===== src/rtl/alu_mul_sequencer.sv =====
// ---------------------------------------------------------------------------
// alu_mul_sequencer
//
// Shares one single-cycle ALU between the execute stage and an iterative
// shift-add multiplier that produces the low WIDTH bits of a RISC-V MUL.
// When no multiply is running, the pipeline's ALU request is forwarded
// unchanged. While a multiply runs, the sequencer owns the ALU, issues one
// ADD per cycle and stalls the pipeline.
//
// Ports:
//   clk, reset              clock and synchronous active-high reset
//   start                   multiply request, accepted in IDLE or DONE
//   operand_a, operand_b    multiplicand / multiplier, latched on accept
//   busy, stall             high while the multiply loop is running
//   done                    one-cycle pulse when result becomes valid
//   result                  low WIDTH bits of the product, held until the
//                           next accepted multiply completes
//   cpu_operation/in_x/in_y ALU request from the pipeline
//   alu_operation/in_x/in_y request driven to the shared ALU
//   alu_out_s               shared ALU result
// ---------------------------------------------------------------------------
module alu_mul_sequencer #(
   parameter int WIDTH = 32
) (
   input  logic             clk,
   input  logic             reset,
   input  logic             start,
   input  logic [WIDTH-1:0] operand_a,
   input  logic [WIDTH-1:0] operand_b,
   output logic             busy,
   output logic             stall,
   output logic             done,
   output logic [WIDTH-1:0] result,
   input  logic [3:0]       cpu_operation,
   input  logic [WIDTH-1:0] cpu_in_x,
   input  logic [WIDTH-1:0] cpu_in_y,
   output logic [3:0]       alu_operation,
   output logic [WIDTH-1:0] alu_in_x,
   output logic [WIDTH-1:0] alu_in_y,
   input  logic [WIDTH-1:0] alu_out_s
);

   localparam int          CW      = $clog2(WIDTH);
   localparam logic [3:0]  OP_ADD  = 4'b0010;

   typedef logic [CW-1:0] count_t;
   localparam count_t LAST_COUNT = count_t'(WIDTH - 1);

   typedef enum logic [1:0] {
      IDLE,
      RUN,
      DONE
   } state_e;

   state_e           state_q,  state_d;
   logic [WIDTH-1:0] mcand_q,  mcand_d;
   logic [WIDTH-1:0] mplier_q, mplier_d;
   logic [WIDTH-1:0] acc_q,    acc_d;
   logic [WIDTH-1:0] result_q, result_d;
   count_t           count_q,  count_d;

   logic             accept;
   logic             run_last;

   // A new multiply may only be taken when the loop is not running.
   // The loop ends as soon as the remaining multiplier bits are all zero,
   // so small multipliers finish early; the count bound guarantees the
   // loop never exceeds WIDTH iterations even if the early exit misfires.
   always_comb begin
      accept   = start && (state_q != RUN);
      run_last = ((mplier_q >> 1) == '0) || (count_q == LAST_COUNT);
   end

   // State and datapath registers. Reset wins over everything, so a reset
   // in the middle of a multiply drops it without a done pulse and clears
   // the visible result.
   always_ff @(posedge clk) begin
      if (reset) begin
         state_q  <= IDLE;
         mcand_q  <= '0;
         mplier_q <= '0;
         acc_q    <= '0;
         result_q <= '0;
         count_q  <= '0;
      end else begin
         state_q  <= state_d;
         mcand_q  <= mcand_d;
         mplier_q <= mplier_d;
         acc_q    <= acc_d;
         result_q <= result_d;
         count_q  <= count_d;
      end
   end

   // Next-state logic. DONE goes straight back to RUN when a new request
   // is already waiting, so back-to-back multiplies need no IDLE gap.
   always_comb begin
      state_d = state_q;
      case (state_q)
         IDLE: begin
            if (start) begin
               state_d = RUN;
            end
         end
         RUN: begin
            if (run_last) begin
               state_d = DONE;
            end
         end
         DONE: begin
            state_d = start ? RUN : IDLE;
         end
         default: begin
            state_d = IDLE;
         end
      endcase
   end

   // Shift-add datapath. Each RUN cycle the shared ALU adds either the
   // shifted multiplicand or zero into the accumulator; the multiplicand
   // moves left and the multiplier right so bit 0 always selects the next
   // partial product. The final ALU sum is captured straight into result
   // so the product is visible in the DONE cycle.
   always_comb begin
      mcand_d  = mcand_q;
      mplier_d = mplier_q;
      acc_d    = acc_q;
      result_d = result_q;
      count_d  = count_q;
      if (accept) begin
         mcand_d  = operand_a;
         mplier_d = operand_b;
         acc_d    = '0;
         count_d  = '0;
      end else if (state_q == RUN) begin
         acc_d    = alu_out_s;
         mcand_d  = mcand_q << 1;
         mplier_d = mplier_q >> 1;
         count_d  = count_q + count_t'(1);
         if (run_last) begin
            result_d = alu_out_s;
         end
      end
   end

   // Output logic. Outside RUN the pipeline's request passes through
   // untouched, including in the DONE cycle, so the pipeline regains the
   // ALU at the same time the product is announced.
   always_comb begin
      busy          = (state_q == RUN);
      stall         = (state_q == RUN);
      done          = (state_q == DONE);
      result        = result_q;
      alu_operation = cpu_operation;
      alu_in_x      = cpu_in_x;
      alu_in_y      = cpu_in_y;
      if (state_q == RUN) begin
         alu_operation = OP_ADD;
         alu_in_x      = acc_q;
         alu_in_y      = mplier_q[0] ? mcand_q : '0;
      end
   end

endmodule


===== config.mk =====
export PLATFORM = sky130hd
export DESIGN_NAME = alu_mul_sequencer
export DESIGN_NICKNAME = d
export VERILOG_FILES = /design/src/rtl/alu_mul_sequencer.sv
export SDC_FILE = /design/constraint.sdc
export NUM_CORES = 1
export LEC_CHECK = 0
export BUFFER_PORTS_ARGS = -buffer_cell sky130_fd_sc_hd__buf_2
export CORE_MARGIN = 10
export CORE_UTILIZATION = 32
export CTS_CLUSTER_SIZE = 10
export DETAILED_ROUTE_END_ITERATION = 6
export SLEW_MARGIN = 20
export SYNTH_ARGS = -nofsm -noshare
export SYNTH_HDL_FRONTEND = slang
export SYNTH_SLANG_ARGS = --single-unit
export TNS_END_PERCENT = 10

===== constraint.sdc =====
create_clock -name clk -period 1.9 [get_ports clk]
set_input_delay 0.19 -clock clk [delete_from_list [all_inputs] [get_ports clk]]
set_output_delay 0.19 -clock clk [all_outputs]
set_load 0.02 [all_outputs]

Yosys cells after proc, flatten, opt, wreduce, memory -nomap -nowiden
Index checks and enable logic that the tools add are counted.

storage, ports and cells
  output and inout bits = 103
  bits of input ports = 167
  register bits = 135

operators by class
  reductions and logical operators = 8
  equality and inequality tests = 6
  muxes and demuxes = 12
  add/sub/neg operators = 1
  bitwise logic cells = 1

operator list
  operator                                        number
  2-to-1 mux 32 bit                               7
  logical NOT 32 bit                              1
  case mux 2 bit (3 select lines)                 1
  adder 5 x 1 -> 5 bit (second input constant)    1
  == test 5 bit (second input constant)           1
  2-to-1 mux 2 bit                                2
  2-to-1 mux 4 bit                                1
  != test 2 x 1 -> 1 bit (second input constant)  2
  AND reduction 3 bit                             1
  == test 2 x 1 -> 1 bit (second input constant)  1
  == test 2 bit (second input constant)           1
  logical NOT 2 bit                               1
  != test 2 bit (second input constant)           1
  AND reduction 2 bit                             1
  nonzero test 2 bit                              1
  OR reduction 2 bit                              1
  logical AND 1 bit                               1
  logical OR 1 bit                                1
  2-to-1 mux 1 bit                                1
  inverter 1 bit                                  1

Depth between registers and ports, before layout
Gate-level depths: netlist (run 1).

  depth in word-level cells = 4
  depth in mapped cells = 7
  mapped depth without buffers = 6

Worst setup path before layout (run 1)
No wires, ideal clock.

  kind = reg2out
  start = register state_q[1]
  end = output port alu_in_x[22]
  setup slack = 100 ps
  buffers on the path = 3
  cell stages (with the launch flop) = 8
  required time = 1710 ps
  data arrival time = 1610 ps
  cell sequence = dfxtp_1 nand2b_1 clkbuf_1 inv_2 clkbuf_1 clkbuf_1 nand2_1 nand2_1

on the way
  longest elaborated chain between the ends = 2

ends and longest elaborated chain
  element                 RTL line  text
  from (decl)             55        state_e state_q, state_d;
  from (signal assigned)  86        state_q <= state_d;
  == test 2 x 1 -> 1 bit  -
  named net busy          30        output logic busy,
  2-to-1 mux 32 bit       157       if (state_q == RUN) begin
  to (decl)               38        output logic [WIDTH-1:0] alu_in_x,

The timed path passes the listed nets, and every way through them passes these cells.

Final worst setup path (run 1)
  start = register state_q[1]
  end = output port alu_in_y[0]

on the way
  longest elaborated chain between the ends = 2

ends and longest elaborated chain
  element                 RTL line  text
  == test 2 x 1 -> 1 bit  157
  2-to-1 mux 32 bit       157
  to (decl)               39        output logic [WIDTH-1:0] alu_in_y,

Every way passes these cells.

==> results of run 1 <==
synth_stat cells (3+ instances only):
master	number	area (µm²)
a211oi_1	62	465.5
a21oi_1	35	175.2
and2_1	3	18.77
buf_1	11	41.29
buf_2	14	70.07
buf_6	3	33.78
clkbuf_1	51	191.4
dfxtp_1	135	2703
mux2i_1	64	640.6
nand2_1	293	1100
nand2b_1	3	18.77
nand3_1	32	160.2
nand4_1	3	18.77
nor2_1	69	259.0
nor3_1	3	15.01
nor4_1	7	43.79
o211ai_1	35	262.8
o211ai_2	29	362.9
cell type report:
cell class	count	share of cell area
clock buffers	21	0.04939
clock inverters	9	0.01921
inverters	1	0.001235
multi-input cells	649	0.4005
flip-flops and latches	135	0.2965
well taps	270	0.03704
repair buffers	300	0.1962
logic make-up (layout without fill, tap and decap cells):
family	Yosys count	after routing	share of synthesized area
compound gates	164	164	0.1927
mux	64	64	0.09579
xor+xnor	3	3	0.003930
fa+ha+maj	2	2	0.003741
buf+inv	81	331	0.05201
flops	135	135	0.4041
simple gates	416	416	0.2477
critical path, delay by kind of cell, from the launching register on:
kind | cells | cell delay, ps
buffers and inverters | 3 | 450
DFF | 1 | 310
and+or+nand+nor | 3 | 460
report_power, final:
part | total, mW | internal, mW | switching [mW] | leakage [nW]
clock | 3.55 | 2.35 | 1.20 | 0.299
sequential | 3.11 | 3.00 | 0.117 | 1.11
combinational | 1.42 | 0.571 | 0.854 | 2.97
sequential cells by signal (all words and copies together) (netlist names):
name	cells
acc_q	32
mcand_q	32
mplier_q	32
result	32
count_q	5
state_q	2
repair_timing:
action                     CTS  global route
gates resized for setup      4             9
gates cloned                 0             3
setup buffers                0             2
setup endpoints to repair   24            37
through the flow:
| stage | utilization | power [mW] |
|---|---|---|
| floorplan | - | 3.999 |
| global placement | 0.4089 | 4.539 |
| detailed placement | 0.4089 | 4.553 |
| CTS | 0.4403 | 8.131 |
| global route | 0.4464 | 8.469 |
| finish | 0.4464 | 8.089 |
layer usage:
layer	part of all wire	wire length [µm]	vias to the layer above	track usage
met2	0.46	10600	212	0.2610
li1	-	-	3439	-
met5	0.00031	7	-	0
met4	0.0096	219	2	0.03422
met1	0.43	9884	3028	0.1862
met3	0.096	2189	16	0.06099
path summary, 6_finish.rpt:
check	endpoint	slack, ps	cells after the start
worst max-delay path	alu_in_y[0]	80	6
worst min-delay path	acc_q[5]$_SDFFE_PP0P_	30	3
worst max register to register	result[31]$_SDFFE_PP0P_	160	6
worst min register to register	acc_q[2]$_SDFFE_PP0P_	450	2
==> results_dict.tcl, run 1 <==
set metrics [dict create \
    outcome "completed" \
    drv_cap 0 \
    die_width_um 164.6 \
    syn_area_per_cell_um2 7.731 \
    cts-root-buf "clkbuf_16" \
    layout_commonest_cell "nand2_1" \
    vias_per_cell 4.835 \
    path_cells "nand2b_4 > inv_8 > buf_12 > nand3_1 > nand2_1 > buf_4" \
    ant_nets 0 \
    cp_max_fo 20 \
    power.density_mw_per_mm2 887.0 \
    setup_tns_ps 0 \
    clkTransAtPathRegs_ps 60 \
    htree_levels 4 \
    syn_area_mm2 0.006688 \
    postSynth.asyncResetShare 0 \
    first_pass_iters 4 \
    worst_pin_slew_ps 440.8 \
    finalWeightedCongestion 0.9207 \
    final_cell_mix "293 x nand2_1, 267 x buf_2, 134 x dfxtp_1, 66 x nor2_1, 64 x mux2i_1" \
    fin_worst_skew_ps 8.776 \
    setup-violations-final 0 \
    hpwl_um 16170 \
    grt.total_usage 0.1564 \
    grt_first_pass_wirelength_um 34780 \
    ys_warn_count 0 \
    cp-end-kind "output pin" \
    max-vdd-ir-drop_uv 615.1 \
    syn_nets 1034 \
    fmax_mhz 550.1 \
    post_drt_wl_per_cell_um 16.53 \
    synthToLayoutAreaGrowth_pct 36.37 \
    seq_area_mm2 0.002704 \
    core_area_mm2 0.02043 \
    slowest_delay_ps 310 \
    hp-class "primary input to flip-flop" \
    fin_crit_ps 1818 \
    fp.dieH_um 164.6 \
    ctsHoldBuffers 0 \
    synthFlopType "dfxtp_1" \
    start_util 0.3274 \
    criticalPathCategory "flip-flop to output pin" \
    portBuffers 269 \
    relSlewSlack 0.7061 \
    crit-reg2reg-launch "count_q[0]$_SDFFE_PP0P_" \
    ios 270 \
    leakagePower_nw 4.379 \
    cp-start-kind "flip-flop" \
    fin_area_mm2 0.009120 \
    multi_input_area_mm2 0.003652 \
    ys_seq_elements 135 \
    place_area_mm2 0.008354 \
    clk_path_buf_depth 2 \
    synth-seq-area-share 0.4041 \
    place_inst 1350 \
    die-area_mm2 0.02708 \
    critPathRequiredTime_ps 1710 \
    whs_ps 29.15 \
    vias 6697 \
    cp-startpoint "state_q[1]$_SDFFE_PP0P_" \
    cts_tree "done" \
    fin_crit_sh 0.9567 \
    routed_wirelength_um 22900 \
    critPathArrivalTime_ps 1630 \
    stdcell_count 1385 \
    worst_hold_startpoint "alu_out_s[5]" \
    place_ws_ps 154.1 \
    grt_overflow 0 \
    crit_slowest_cell "dfxtp_1" \
    nets 1273 \
    n_antenna_cell 0 \
    grt_antenna_before_repair 1 \
    rows 52 \
    finalHoldViolCount 0 \
    maxSlewViolCount 0 \
    grt_max_degree 93 \
    grt_setup_unrepaired "false" \
    nFillCells 2093 \
    clk_latency_ps 410 \
    post-route-drc-count 0 \
    cts.sinks 135 \
    synth-edff-count 0 \
    drive_above_1_share 0.3265 \
    layout_setup_ws_ps 82.21 \
    drtIter0Drc 365 \
    cts_made_buffers 17 \
    ys_types 29 \
    synthesis.instances 865 \
    grt_pass1_vias 6630 \
]
No activity file was read; power rests on OpenSTA's default activity.
==> run 2: changes to the inputs <==
- CORE_MARGIN: 10 -> 1
- PLACE_DENSITY: default -> 0.65
==> run 2 against run 1 <==
  * Clock power grew 15%
  * Worst setup slack improved by 18 ps
  * Routed wire length shrank 12%
  * Largest power group unchanged
==> results_dict.tcl, run 2 (synthesis gave the netlist of run 1 again) <==
set metrics [dict create \
    post-route-drc-count 0 \
    cp-end-kind "output pin" \
    final_cell_mix "293 x nand2_1, 263 x buf_2, 135 x dfxtp_1, 66 x nor2_1, 64 x mux2i_1" \
    post_drt_wl_per_cell_um 14.55 \
    fmax_mhz 555.6 \
    first_pass_iters 6 \
    slowest_delay_ps 320 \
    fin_worst_skew_ps 6.580 \
    clk_latency_ps 410 \
    portBuffers 269 \
    hp-class "primary input to flip-flop" \
    grt_setup_unrepaired "false" \
    setup_tns_ps 0 \
    core_area_mm2 0.02036 \
    drive_above_1_share 0.3268 \
    ant_nets 0 \
    grt_antenna_before_repair 0 \
    nets 1273 \
    die_width_um 146.6 \
    hpwl_um 13350 \
    start_util 0.3284 \
    critPathRequiredTime_ps 1710 \
    grt_overflow 0 \
    crit_slowest_cell "dfxtp_1" \
    n_antenna_cell 0 \
    place_area_mm2 0.008352 \
    layout_commonest_cell "nand2_1" \
    grt_pass1_vias 6243 \
    grt_max_degree 75 \
    cts_tree "done" \
    cp_max_fo 27 \
    path_cells "nand2b_4 > buf_12 > buf_16 > nand2_1 > nand2_1 > buf_2" \
    routed_wirelength_um 20180 \
    leakagePower_nw 4.445 \
    die-area_mm2 0.02148 \
    grt_first_pass_wirelength_um 31060 \
    cts.sinks 135 \
    ios 270 \
    clk_path_buf_depth 2 \
    cts-root-buf "clkbuf_16" \
    rows 52 \
    drtIter0Drc 294 \
    fin_area_mm2 0.009271 \
    outcome "completed" \
    fin_crit_sh 0.9473 \
    grt.total_usage 0.1786 \
    synthToLayoutAreaGrowth_pct 38.63 \
    vias 6743 \
    fin_crit_ps 1800 \
    vias_per_cell 4.862 \
    power.density_mw_per_mm2 929.2 \
    setup-violations-final 0 \
    relSlewSlack 0.7460 \
    nFillCells 2039 \
    worst_pin_slew_ps 381.0 \
    max-vdd-ir-drop_uv 718.6 \
    finalWeightedCongestion 0.7844 \
    clkTransAtPathRegs_ps 60 \
    path_buf_inv 3 \
    cp_top_family "buffers and inverters" \
    maxSlewViolCount 0 \
    finalHoldViolCount 0 \
    drv_cap 0 \
    r2r_setup_slack_ps 190 \
    htree_levels 4 \
    critPathArrivalTime_ps 1610 \
    cts_made_buffers 17 \
    fp.dieH_um 146.6 \
    cp-start-kind "flip-flop" \
    crit_path_frequent_cell "nand2_1" \
    criticalPathCategory "flip-flop to output pin" \
]
-- run 2: cell count changes in the layout (fill, tap and decap cells not counted), sizes merged --
cell         previous run  this run
buf                   297       294
bufinv                  5         8
clkbuf                 24        26
clkinvlp                2         1
dlygate4sd3             0         1
-- run 2: metrics by stage --
| step | power (mW) | std cells | worst slack (ps) | hold slack [ps] | utilization |
|---|---|---|---|---|---|
| after floorplan | 3.999 | 865 | 99.59 | 326.0 | - |
| after CTS | 8.631 | 1381 | 1.451 | 2.063 | 0.4474 |
| after global placement | 4.516 | 1348 | 207.1 | 443.2 | 0.4101 |
| after detailed placement | 4.528 | 1348 | 166.7 | 446.5 | 0.4101 |
| final | 8.615 | 1387 | 100.2 | 21.49 | 0.4553 |
| after global routing | 8.973 | 1387 | 0.6239 | 2.611 | 0.4553 |
-- run 2: final timing paths --
| path | start | depth (start not counted) | to |
|---|---|---|---|
| setup reg to reg | count_q[0]$_SDFFE_PP0P_ | 6 | result[31]$_SDFFE_PP0P_ |
| hold reg to reg | acc_q[2]$_SDFFE_PP0P_ | 2 | acc_q[2]$_SDFFE_PP0P_ |
| setup / recovery | state_q[1]$_SDFFE_PP0P_ | 6 | alu_in_x[11] |
| hold / removal | alu_out_s[16] | 3 | acc_q[16]$_SDFFE_PP0P_ |
-- run 2: power by group --
group / internal [mW] / total, mW / leakage, nW / switching, mW
logic: 0.589 / 1.43 / 2.99 / 0.845
registers: 3.00 / 3.11 / 1.11 / 0.116
clock network: 2.81 / 4.07 / 0.348 / 1.26
total: 6.39 / 8.61 / 4.45 / 2.22
-- run 2: layout make-up --
class	count	area [µm²]	area share
Multi-Input combinational cell	649	3652	0.3939
Clock buffer	21	460.4	0.04966
Clock inverter	11	265.3	0.02861
Timing Repair Buffer	300	1837	0.1981
Sequential cell	135	2703	0.2915
Tap cell	270	337.8	0.03644
Inverter	1	16.27	0.001754
-- run 2: what timing repair did --
| item | in CTS | in global routing |
|---|---|---|
| hold endpoints to repair | 1 | 0 |
| setup endpoints to repair | 20 | 37 |
| buffers inserted | 0 | 1 |
| gates cloned | 0 | 5 |
| resized for setup | 7 | 7 |
| hold buffers | 1 | 0 |
-- run 2: routing by layer --
| metal | routed length (µm) | global-route usage |
|---|---|---|
| met5 | 0 | 0 |
| met4 | 288 | 0.05469 |
| met2 | 9518 | 0.3055 |
| met1 | 8929 | 0.2173 |
| met3 | 1447 | 0.04813 |
-- run 2: worst min-delay path, cell delays in order --
cell,delay [ps]
buf_2,100
nand2_1,50
a21oi_1,50
==> run 3: changes to the inputs <==
- CORE_UTILIZATION: 32 -> 49
- PLACE_DENSITY: 0.65 -> 0.89
==> run 3 against run 2 <==
  * Routed wire length shrank 3.3%
  * Clock power shrank 20%
  * Cell count shrank 6.6%
  * Critical path type unchanged
  * Total power shrank 9.1%
  * Sequential cell count is the same
  * Largest cell class unchanged
  * Combinational power is essentially flat
  * Global-route usage grew 8.5 points
  * Highest routed layer unchanged
  * Count of clock-buffer cells in the layout is the same
  * Utilization grew 22 points
  * Non-clock buffer count grew 2
==> results_dict.tcl, run 3 (synthesis gave the netlist of run 1 again) <==
set metrics [dict create \
    stdcell_count 1295 \
    grt_pass1_vias 6233 \
    internal_power_mw 5.669 \
    relSlewSlack 0.6891 \
    switching_power_mw 2.158 \
    grt_antenna_before_repair 1 \
    fin_worst_skew_ps 8.981 \
    clk_latency_ps 420 \
    rows 42 \
    die_width_um 118.8 \
    die-area_mm2 0.01412 \
    place_area_mm2 0.008217 \
    hpwl_um 12600 \
    grt_max_degree 95 \
    ios 270 \
    max-vdd-ir-drop_uv 526.7 \
    critPathRequiredTime_ps 1710 \
    layout_setup_ws_ps 87.73 \
    clkTransAtPathRegs_ps 60 \
    cp-end-kind "output pin" \
    cp-start-kind "flip-flop" \
    fmax_mhz 551.8 \
    p_comb_frac 0.185 \
    drtIter0Drc 378 \
    maxSlewViolCount 0 \
    setup_tns_ps 0 \
    first_pass_iters 5 \
    place_inst 1255 \
    outcome "completed" \
    sequentialPowerShare 0.399 \
    ant_nets 0 \
    cts-root-buf "clkbuf_16" \
    ctsHoldBuffers 0 \
    cts_tree "done" \
    fin_area_mm2 0.009010 \
    drive_above_1_share 0.3283 \
    grt_first_pass_wirelength_um 29980 \
    crit_slowest_cell "dfxtp_1" \
    post-route-drc-count 0 \
    p_sw_frac 0.2757 \
    setup-violations-final 0 \
    grt_setup_unrepaired "false" \
    fin_util 0.6777 \
    layout_commonest_cell "nand2_1" \
    cp_max_fo 21 \
    nFillCells 1072 \
    criticalPathCategory "flip-flop to output pin" \
    power_mw 7.827 \
    cts_made_buffers 17 \
    clk_path_buf_depth 2 \
    fin_crit_ps 1812 \
    fin_crit_sh 0.9538 \
    multi_input_area_mm2 0.003652 \
    leakagePower_nw 4.403 \
    slowest_delay_ps 310 \
    hp-class "primary input to flip-flop" \
    portBuffers 269 \
    grt.total_usage 0.2640 \
    clkPwrFrac 0.417 \
    whs_ps 27.85 \
    drv_cap 0 \
    core_area_mm2 0.01330 \
    power.density_mw_per_mm2 868.7 \
    path_cells "nand2b_4 > inv_6 > buf_12 > nand3_1 > nand2_1 > buf_2" \
    finalHoldViolCount 0 \
    routed_wirelength_um 19520 \
    critPathArrivalTime_ps 1620 \
    finalWeightedCongestion 0.8396 \
    synthToLayoutAreaGrowth_pct 34.72 \
    place_ws_ps 228.4 \
    vias_per_cell 5.375 \
    post_drt_wl_per_cell_um 15.07 \
    start_util 0.5030 \
    fp.dieH_um 118.8 \
    seq_area_mm2 0.002704 \
    htree_levels 4 \
    nets 1275 \
    worst_pin_slew_ps 466.3 \
    grt_overflow 0 \
    cts.sinks 135 \
    vias 6961 \
    final_cell_mix "293 x nand2_1, 268 x buf_2, 134 x dfxtp_1, 66 x nor2_1, 64 x mux2i_1" \
]
## run 3: repair_timing
| action | 4_1_cts | 5_1_grt |
|---|---|---|
| pin swaps | 0 | 0 |
| setup buffers | 0 | 2 |
| gates resized for setup | 2 | 6 |
| endpoints found under the setup margin | 35 | 53 |
| hold endpoints to repair | 0 | 0 |
| cloned | 1 | 5 |
## run 3: final cells by class
cell class | count | area share
Tap cell | 176 | 0.02444
Multi-Input combinational cell | 649 | 0.4054
Antenna cell | 1 | 0.0002777
Inverter | 1 | 0.0009721
Sequential cell | 135 | 0.3001
Clock inverter | 10 | 0.01430
Timing Repair Buffer | 302 | 0.2046
Clock buffer | 21 | 0.04999
## run 3: worst max-delay path: cells and delay by family (launching register included)
family	cells	cell delay, ps
buf+inv	3	470
flops	1	310
simple gates	3	410
## run 3: power groups by stage
stage / clock network [mW] / logic [mW] / registers, mW
2_1_floorplan: 0 / 0.856 / 3.14
3_3_place_gp: 0 / 1.32 / 3.17
3_5_place_dp: 0 / 1.34 / 3.17
4_1_cts: 3.30 / 1.37 / 3.12
5_1_grt: 3.43 / 1.57 / 3.14
6_report: 3.26 / 1.45 / 3.12
## run 3: layer usage
metal,share of wire,global-route usage
met1,0.42,0.3127
met2,0.50,0.4609
met3,0.064,0.06274
met4,0.019,0.09968
met5,0,0
## run 3: path summary, 6_finish.rpt
| kind | start | end | slack [ps] | cells past startpoint |
|---|---|---|---|---|
| min reg2reg | acc_q[0]$_SDFFE_PP0P_ | acc_q[0]$_SDFFE_PP0P_ | 460 | 2 |
| max reg2reg | mplier_q[8]$_SDFFE_PP0P_ | result[12]$_SDFFE_PP0P_ | 150 | 5 |
| min | alu_out_s[8] | acc_q[8]$_SDFFE_PP0P_ | 30 | 3 |
| max | state_q[1]$_SDFFE_PP0P_ | alu_in_y[3] | 90 | 6 |
